<file path="config.mk">
export PLATFORM = sky130hd
export DESIGN_NAME = fetch_unit
export DESIGN_NICKNAME = d
export VERILOG_FILES = /design/src/rtl/riscv_pkg.sv /design/src/rtl/fetch_queue.sv /design/src/rtl/fetch_unit.sv
export SDC_FILE = /design/constraint.sdc
export NUM_CORES = 1
export LEC_CHECK = 0
export ABC_AREA = 1
export BUFFER_PORTS_ARGS = -buffer_cell sky130_fd_sc_hd__buf_4
export CORE_MARGIN = 8
export CORE_UTILIZATION = 55
export CTS_CLUSTER_SIZE = 16
export DETAILED_ROUTE_END_ITERATION = 6
export PLACE_DENSITY = 0.8
export REMOVE_ABC_BUFFERS = 1
export SETUP_SLACK_MARGIN = 0.4
export SLEW_MARGIN = 20
export SYNTH_ARGS = -nofsm -noshare
export SYNTH_HDL_FRONTEND = slang
export SYNTH_SLANG_ARGS = --single-unit
</file>
<file path="constraint.sdc">
create_clock -name clk -period 8.8 [get_ports clk]
set_input_delay 0.44 -clock clk [delete_from_list [all_inputs] [get_ports clk]]
set_output_delay 0.44 -clock clk [all_outputs]
set_load 0.02 [all_outputs]
</file>
<file path="src/rtl/riscv_pkg.sv">
// Shared RISC-V pipeline definitions: data width, NOP encoding and the fetch-queue entry.
package riscv_pkg;

    localparam int unsigned XLEN = 32;

    // addi x0, x0, 0
    localparam logic [XLEN-1:0] NOP_INSTR = 32'h0000_0013;

    typedef struct packed {
        logic [XLEN-1:0] pc;
        logic [XLEN-1:0] instr;
    } fetch_entry_t;

    // Instruction fetch addresses are always word aligned.
    function automatic logic [XLEN-1:0] align_word(input logic [XLEN-1:0] addr);
        return addr & ~XLEN'(3);
    endfunction

endpackage

</file>
<file path="src/rtl/fetch_queue.sv">
// Synchronous FIFO of fetched {pc, instr} entries. The head entry is visible combinationally
// so decode sees it in the same cycle it becomes valid. Flush beats push and pop.
module fetch_queue
    import riscv_pkg::*;
#(
    parameter int unsigned DEPTH = 2
) (
    input  logic                       clk,
    input  logic                       reset,
    input  logic                       push,
    input  fetch_entry_t               push_entry,
    input  logic                       pop,
    input  logic                       flush,
    output logic                       full,
    output logic                       empty,
    output logic [$clog2(DEPTH+1)-1:0] count,
    output fetch_entry_t               head
);
    localparam int unsigned CW = $clog2(DEPTH + 1);
    localparam int unsigned PW = (DEPTH > 1) ? $clog2(DEPTH) : 1;

    fetch_entry_t  r_mem [DEPTH];
    logic [PW-1:0] r_rd_ptr;
    logic [PW-1:0] r_wr_ptr;
    logic [CW-1:0] r_count;

    logic w_do_push;
    logic w_do_pop;

    // Pointers wrap at DEPTH, which need not be a power of two.
    function automatic logic [PW-1:0] ptr_inc(input logic [PW-1:0] p);
        if (p == PW'(DEPTH - 1)) begin
            return '0;
        end
        return p + PW'(1);
    endfunction

    assign full  = (r_count == CW'(DEPTH));
    assign empty = (r_count == '0);
    assign count = r_count;
    assign head  = r_mem[r_rd_ptr];

    // A push into a full queue is only taken when the head leaves in the same cycle.
    assign w_do_pop  = pop && !empty;
    assign w_do_push = push && (!full || w_do_pop);

    // Pointer and occupancy update; flush and reset empty the queue outright.
    always_ff @(posedge clk) begin
        if (reset || flush) begin
            r_rd_ptr <= '0;
            r_wr_ptr <= '0;
            r_count  <= '0;
        end else begin
            if (w_do_push) begin
                r_wr_ptr <= ptr_inc(r_wr_ptr);
            end
            if (w_do_pop) begin
                r_rd_ptr <= ptr_inc(r_rd_ptr);
            end
            if (w_do_push && !w_do_pop) begin
                r_count <= r_count + CW'(1);
            end else if (!w_do_push && w_do_pop) begin
                r_count <= r_count - CW'(1);
            end
        end
    end

    // Entry storage needs no reset: validity is carried entirely by r_count.
    always_ff @(posedge clk) begin
        if (w_do_push && !flush && !reset) begin
            r_mem[r_wr_ptr] <= push_entry;
        end
    end

endmodule

</file>
<file path="src/rtl/fetch_unit.sv">
// Instruction-fetch front end: owns the PC, issues credit-limited requests to instruction
// memory, squashes responses owed to redirected-away requests and queues the rest for decode.
module fetch_unit
    import riscv_pkg::*;
#(
    parameter logic [XLEN-1:0] RESET_PC = 32'h0000_0000,
    parameter int unsigned     QDEPTH   = 2
) (
    input  logic            clk,
    input  logic            reset,
    input  logic            StallF,
    input  logic            PCSrcE,
    input  logic [XLEN-1:0] PCTargetE,
    output logic            imem_req_valid,
    input  logic            imem_req_ready,
    output logic [XLEN-1:0] imem_req_addr,
    input  logic            imem_rsp_valid,
    input  logic [XLEN-1:0] imem_rsp_data,
    output logic [XLEN-1:0] InstrF,
    output logic [XLEN-1:0] PCF,
    output logic [XLEN-1:0] PCPlus4F,
    output logic            inst_valid
);
    localparam int unsigned QW = $clog2(QDEPTH + 1);
    // Headroom for inflight + occupancy before the credit compare.
    localparam int unsigned CW = QW + 1;
    // Squashed responses can pile up across back-to-back redirects, since credit only
    // tracks live requests; the memory itself bounds how many are really outstanding.
    localparam int unsigned DW = 8;

    logic [XLEN-1:0] r_pc_next;
    logic [QW-1:0]   r_inflight;
    logic [DW-1:0]   r_discard;

    logic [QW-1:0]   w_occ;
    logic            w_full;
    logic            w_empty;
    fetch_entry_t    w_head;
    fetch_entry_t    w_push_entry;
    logic            w_pop;
    logic            w_issue;
    logic            w_rsp_live;
    logic            w_rsp_keep;
    logic            w_rsp_drop;
    logic [CW-1:0]   w_credit_used;
    logic [XLEN-1:0] w_rsp_pc;

    // Presentation, pop and credit decisions for the current cycle.
    always_comb begin
        inst_valid = !w_empty;
        InstrF     = inst_valid ? w_head.instr : NOP_INSTR;
        PCF        = inst_valid ? w_head.pc : RESET_PC;
        PCPlus4F   = PCF + XLEN'(4);

        // Redirect outranks both stall and pop.
        w_pop = inst_valid && !StallF && !PCSrcE;

        // Credit counts entries that will still hold a slot after this cycle's pop.
        w_credit_used  = CW'(r_inflight) + CW'(w_occ) - CW'(w_pop);
        imem_req_valid = !reset && !PCSrcE && (w_credit_used < CW'(QDEPTH));
        imem_req_addr  = r_pc_next;
        w_issue        = imem_req_valid && imem_req_ready;

        // Responses arrive in order, so the oldest live request sits inflight words behind
        // pc_next; squashed requests were removed from inflight when they were squashed.
        w_rsp_live = imem_rsp_valid && (r_discard == '0);
        w_rsp_drop = imem_rsp_valid && (r_discard != '0);
        w_rsp_keep = w_rsp_live && !PCSrcE && (!w_full || w_pop);
        w_rsp_pc   = r_pc_next - (XLEN'(r_inflight) << 2);

        w_push_entry.pc    = w_rsp_pc;
        w_push_entry.instr = imem_rsp_data;
    end

    // PC, in-flight and discard bookkeeping; every counter moves by its net change.
    always_ff @(posedge clk) begin
        if (reset) begin
            r_pc_next  <= RESET_PC;
            r_inflight <= '0;
            r_discard  <= '0;
        end else if (PCSrcE) begin
            // Everything still outstanding becomes owed-and-dropped, less the one arriving now.
            r_pc_next  <= align_word(PCTargetE);
            r_inflight <= '0;
            r_discard  <= r_discard + DW'(r_inflight) - DW'(imem_rsp_valid);
        end else begin
            if (w_issue) begin
                r_pc_next <= r_pc_next + XLEN'(4);
            end
            r_inflight <= r_inflight + QW'(w_issue) - QW'(w_rsp_live);
            if (w_rsp_drop) begin
                r_discard <= r_discard - DW'(1);
            end
        end
    end

    fetch_queue #(
        .DEPTH (QDEPTH)
    ) u_queue (
        .clk        (clk),
        .reset      (reset),
        .push       (w_rsp_keep),
        .push_entry (w_push_entry),
        .pop        (w_pop),
        .flush      (PCSrcE),
        .full       (w_full),
        .empty      (w_empty),
        .count      (w_occ),
        .head       (w_head)
    );

endmodule

</file>
# == After elaboration in Yosys (flattened, before gate mapping) ==
# Memories as Yosys holds them, arrays and structs flattened. A register that Yosys moved wholly into a read port is not among the register bits.
# Cells that the tools add are included.
# op_classes
reduce_logical,32
muxes,22
n_eq_ne,1
n_lt_le_gt_ge,1
add_sub_neg,14
# ops
cell,n
32-bit two-way mux,4
"32-bit by 3-bit adder with 32-bit output, second input constant",2
32-bit by 4-bit subtractor with 32-bit output,1
8-bit two-way mux,2
1-bit logical AND,15
1-bit two-way mux,14
8-bit by 2-bit adder with 8-bit output,1
8-bit zero test,1
8-bit nonzero test,1
8-bit by 1-bit subtractor with 8-bit output,1
"8-bit by 1-bit subtractor with 8-bit output, second input constant",1
1-bit zero test,7
2-bit nonzero test,3
2-bit two-way mux,2
2-bit by 2-bit adder with 3-bit output,1
1-bit logical OR,3
"3-bit by 2-bit less-than comparator with 1-bit output, second input constant",1
3-bit by 1-bit subtractor with 3-bit output,1
"1-bit adder, second input constant",2
2-bit by 1-bit adder with 2-bit output,1
"2-bit by 1-bit adder with 2-bit output, second input constant",1
"2-bit equality test, second input constant",1
2-bit zero test,1
2-bit OR reduction,1
2 further kinds,2
# word_totals
out_inout_bits,130
ramBits,128
word_cells,78
in_bits,70
n_memories,1
reg_bits,46
# mem_list
name,words,width,rd,rd_ports_with_merged_regs,wr,line_no,text
u_queue.r_mem,2,64,1,1,1,fetch_queue.sv:22,fetch_entry_t r_mem [DEPTH];

# == Longest topological paths before layout ==
# logic_depth
ltp_word,11
mapped_depth,18
depth_no_buf,17

# == Cells and area by module ==
# From an unflattened synthesis, not the netlist that was laid out.
# unflattened
cells_unflattened,1185
hier_area_um2,10642.7
# modules_own_cells
module,cells_each,area_per_inst_um2,instances
fetch_unit,945,5469.0,1
fetch_queue,240,5173.7,1

# == Least setup slack after synthesis ==
# Ideal clock, no wire load.
# synth_timing
path_kind,reg2reg
from,register r_discard[4]
to,"memory u_queue.r_mem[0][0] (netlist name), enable pin"
path_buffers,0
path_slack_ns,3.010
period_less_slack_ns,5.790
t_arrival_ns,5.232
path_stages_with_launch,7
setup_time_ns,0.558
required_ns,8.242
cell_sequence,dfxtp_1 > inv_1 > ha_1 > nand4_1 > nor3_1 > nand2_1 > nor3_1
# synth_between
elab_chain_cells,9
# synth_lines
item,line_no,text
start: declaration,fetch_unit.sv:33,logic [DW-1:0] r_discard;
start signal: assignment,fetch_unit.sv:85,r_discard <= r_discard + DW'(r_inflight) - DW'(imem_rsp_valid);
start signal: assignment,fetch_unit.sv:92,r_discard <= r_discard - DW'(1);
8-bit zero test,fetch_unit.sv:66,w_rsp_live = imem_rsp_valid && (r_discard == '0);
1-bit logical AND,fetch_unit.sv:66,
1-bit logical AND (2 in a row),fetch_unit.sv:68,w_rsp_keep = w_rsp_live && !PCSrcE && (!w_full || w_pop);
1-bit logical AND,fetch_queue.sv:45,assign w_do_push = push && (!full || w_do_pop);
1-bit logical AND (2 in a row),fetch_queue.sv:70,if (w_do_push && !flush && !reset) begin
1-bit two-way mux,fetch_queue.sv:70,
1-bit two-way mux (not written as such),fetch_queue.sv:71,r_mem[r_wr_ptr] <= push_entry;
end: declaration,fetch_queue.sv:22,
# Every way passes these cells.

==> impl_metrics.ini <==
[run_status]
status = finished, violations left
failed_checks = DRC

[sta]
max_freq_ghz = 0.252
setup_viol = 0
slew_headroom = 0.345
final_max_slew_viol_count = 0
fin_crit_sh = 0.452
rsz0062_at_grt = no
setup_tns_ps = 0
finClkSkew_ps = 9.24
worstMarginPinSlew_ps = 981
hold_viol = 0
fin_crit_ps = 3970

[yosys]
avgSynthCellArea_um2 = 7.76
synthCells = 1320
synth_common_cells = nand2_1, inv_1, edfxtp_1, nor2_1, nand3_1
yosysUniqueCellTypes = 43
synth.most_common_cell = nand2_1
synthFlopType = edfxtp_1
ys_seq_area_frac = 0.452
synth_top_area_share = 0.364
yosys.area.top_type = edfxtp_1
syn_area_um2 = 10200
synth_edf_count = 124
synth_area_leaders = edfxtp_1, nand2_1, dfxtp_1
synth-seq-cells = 169
yosys_warnings = 0
synth_async_sr_flop_share = 0

[routing]
via_per_inst = 5.23
routed_wl_mm = 26.6
ant_nets = 0
wl_per_cell_um = 15.4
num_vias = 9056
drtIter0Drc = 744
drc_errors = 7
drt_pass1_iterations = 7

[clock_network]
clk_path_buf_depth = 2
cts.sinks = 169
cts_root_buf = clkbuf_16
post-cts-setup-buffers = 0
cts_resized = 0
clk_pin_slew_ps = 80
clk_latency_ps = 440
cts_tree = yes
h-tree-depth = 4
cts-hold-fix-buffers = 0
cts_buffers = 17

[global_route]
grt_max_degree = 64
gr-total-overflow = 0
groute.usage.overall = 0.224
grt_pass1_vias = 8551
grt_pass1_wl_mm = 42.7
antenna_found_initial = 0

[floorplan]
start_util = 0.553
core_area_um2 = 18500
ios = 200
num_rows = 50
fp.dieH_um = 152
die_x_um = 152
die-area_um2 = 23200

[power]
p_total_mw = 2.10
clkPwrFrac = 0.350
powerDensity_nw_per_um2 = 171
p_sw_uw = 663
internal-power_mw = 1.43
p_comb_frac = 0.211
seq_power_share = 0.439
ir_drop_v = 0.000126
swShare = 0.316
power.leakage_nw = 5.55

[placement]
gp_congestion = 0.947
io_buffers = 191
dp.cells = 1700
dp_hpwl_mm = 19.8

[hold_path]
min_path_cells = 1
hold_path.class = in2reg
min_from = imem_rsp_data[6]
min_to = u_queue.r_mem[1][6]

[critical_path]
crit_type = reg2out
end_kind = output port
r2r-start = u_queue.count[0]
cp.arrival_ps = 3530
start_kind = flip-flop
cp_max_fo = 63
rr_endpoint = r_inflight[1]
worstPathRequired_ps = 8360
reg2reg_slack_ps = 5080
worst-r2r-cell-count = 16

[cells_and_area]
num_antenna_cells = 0
syn_to_final_growth_pct = 19.9
fin_cells = 1732
drive_gt1_frac = 0.205
nNetsFinal = 1585

[run]
drv_cap = 0
-- final cells by class --
type / count / area (um2)
repair buffers: 195 / 1460
inverters: 150 / 574
flip-flops and latches: 169 / 4630
clock buffers: 17 / 425
well taps: 234 / 293
clock inverters: 15 / 165
multi-input cells: 952 / 4730
fillers: 1573 / 6240
-- power by group through the flow --
stage          Clock [mW]  Sequential, mW  Combinational [mW]
2_1_floorplan           0           0.940               0.287
3_3_place_gp            0           0.936               0.427
3_5_place_dp            0           0.937               0.440
4_1_cts             0.742           0.919               0.442
5_1_grt             0.772           0.924               0.496
6_report            0.734           0.920               0.442
-- per-layer routing --
layer	global-route usage	up-vias	part of all wire	routed length [um]
met5	0	-	0	0
met4	0.0867	0	0.022	593
met2	0.361	309	0.47	12500
li1	-	4548	-	-
met1	0.290	4158	0.44	11800
met3	0.0474	41	0.063	1670
-- stage by stage --
step / worst slack [ps] / hold WS [ps] / area (um2) / utilization
2_1_floorplan: 3010 / 460 / 9920 / -
4_1_cts: 4800 / 172 / 12300 / 0.663
5_1_grt: 4520 / 168 / 12300 / 0.663
6_report: 4830 / 185 / 12300 / 0.663
3_5_place_dp: 4800 / 491 / 11700 / 0.631
3_3_place_gp: 4850 / 477 / 11700 / 0.631
-- worst max path at each step --
stage | from | cells past startpoint | to | slack [ps]
final | flip-flop | 14 | PCPlus4F[22] | 4830
after global routing | flip-flop | 14 | PCPlus4F[22] | 4520
after CTS | flip-flop | 14 | PCPlus4F[22] | 4800
after detailed placement | PCSrcE | 15 | r_inflight[1] | 4800
after global placement | PCSrcE | 15 | r_inflight[1] | 4850
after floorplan | r_discard[4] | 6 | u_queue.r_mem[0][0] | 3010
-- flip-flops by register name, summed over array words and instances, names as in the netlist, named ones only --
register,flops
imem_req_addr,30
r_discard,8
r_inflight,2
u_queue.count,2
u_queue.r_mem,124
u_queue.r_rd_ptr,1
u_queue.r_wr_ptr,1
-- critical path, cell delays in order (launching register included) --
cell and delay (ps):
dfxtp_2 310, buf_4 550, clkinv_4 590, nor2_1 270, nor2_2 50, nand2_2 140, inv_1 130, ha_1 260
inv_1 150, nor2_2 80, nand3_1 190, nor2_1 70, nand2_1 60, nand2_1 50, buf_4 150
-- layout by cell type, fill, tap and decap left out, types with 2 or more instances in the layout --
cell type / synthesis / final
a21oi_1: 66 / 66
a31oi_1: 5 / 5
and2_1: 3 / 3
buf_4: 13 / 195
clkbuf_16: 0 / 17
clkinv_4: 2 / 5
clkinv_8: 0 / 3
conb_1: 1 / 6
dfxtp_1: 45 / 44
edfxtp_1: 124 / 124
fa_1: 3 / 3
ha_1: 27 / 27
inv_1: 141 / 141
inv_2: 6 / 6
inv_6: 0 / 3
inv_8: 0 / 5
nand2_1: 437 / 437
nand2_2: 17 / 17
nand3_1: 116 / 116
nand3_2: 9 / 9
nand3b_1: 4 / 4
nand4_1: 7 / 7
nor2_1: 118 / 118
nor2_2: 25 / 25
nor2_4: 11 / 11
nor3_1: 4 / 2
nor3_2: 0 / 2
nor4_1: 2 / 2
o211ai_1: 3 / 3
o21ai_0: 31 / 31
o21ai_1: 2 / 2
o21bai_1: 2 / 2
or2_2: 3 / 3
xnor2_1: 4 / 4
xor2_1: 41 / 41
-- cell families after synthesis --
| logic type | Yosys count | share of synthesized area |
|---|---|---|
| xor+xnor | 45 | 0.0385 |
| simple gates | 758 | 0.323 |
| fa+ha+maj | 30 | 0.0389 |
| compound gates | 113 | 0.0583 |
| other cells | 1 | 0.000366 |
| flops | 169 | 0.452 |
| buf+inv | 204 | 0.0891 |
(Power assumes the default switching activity.)
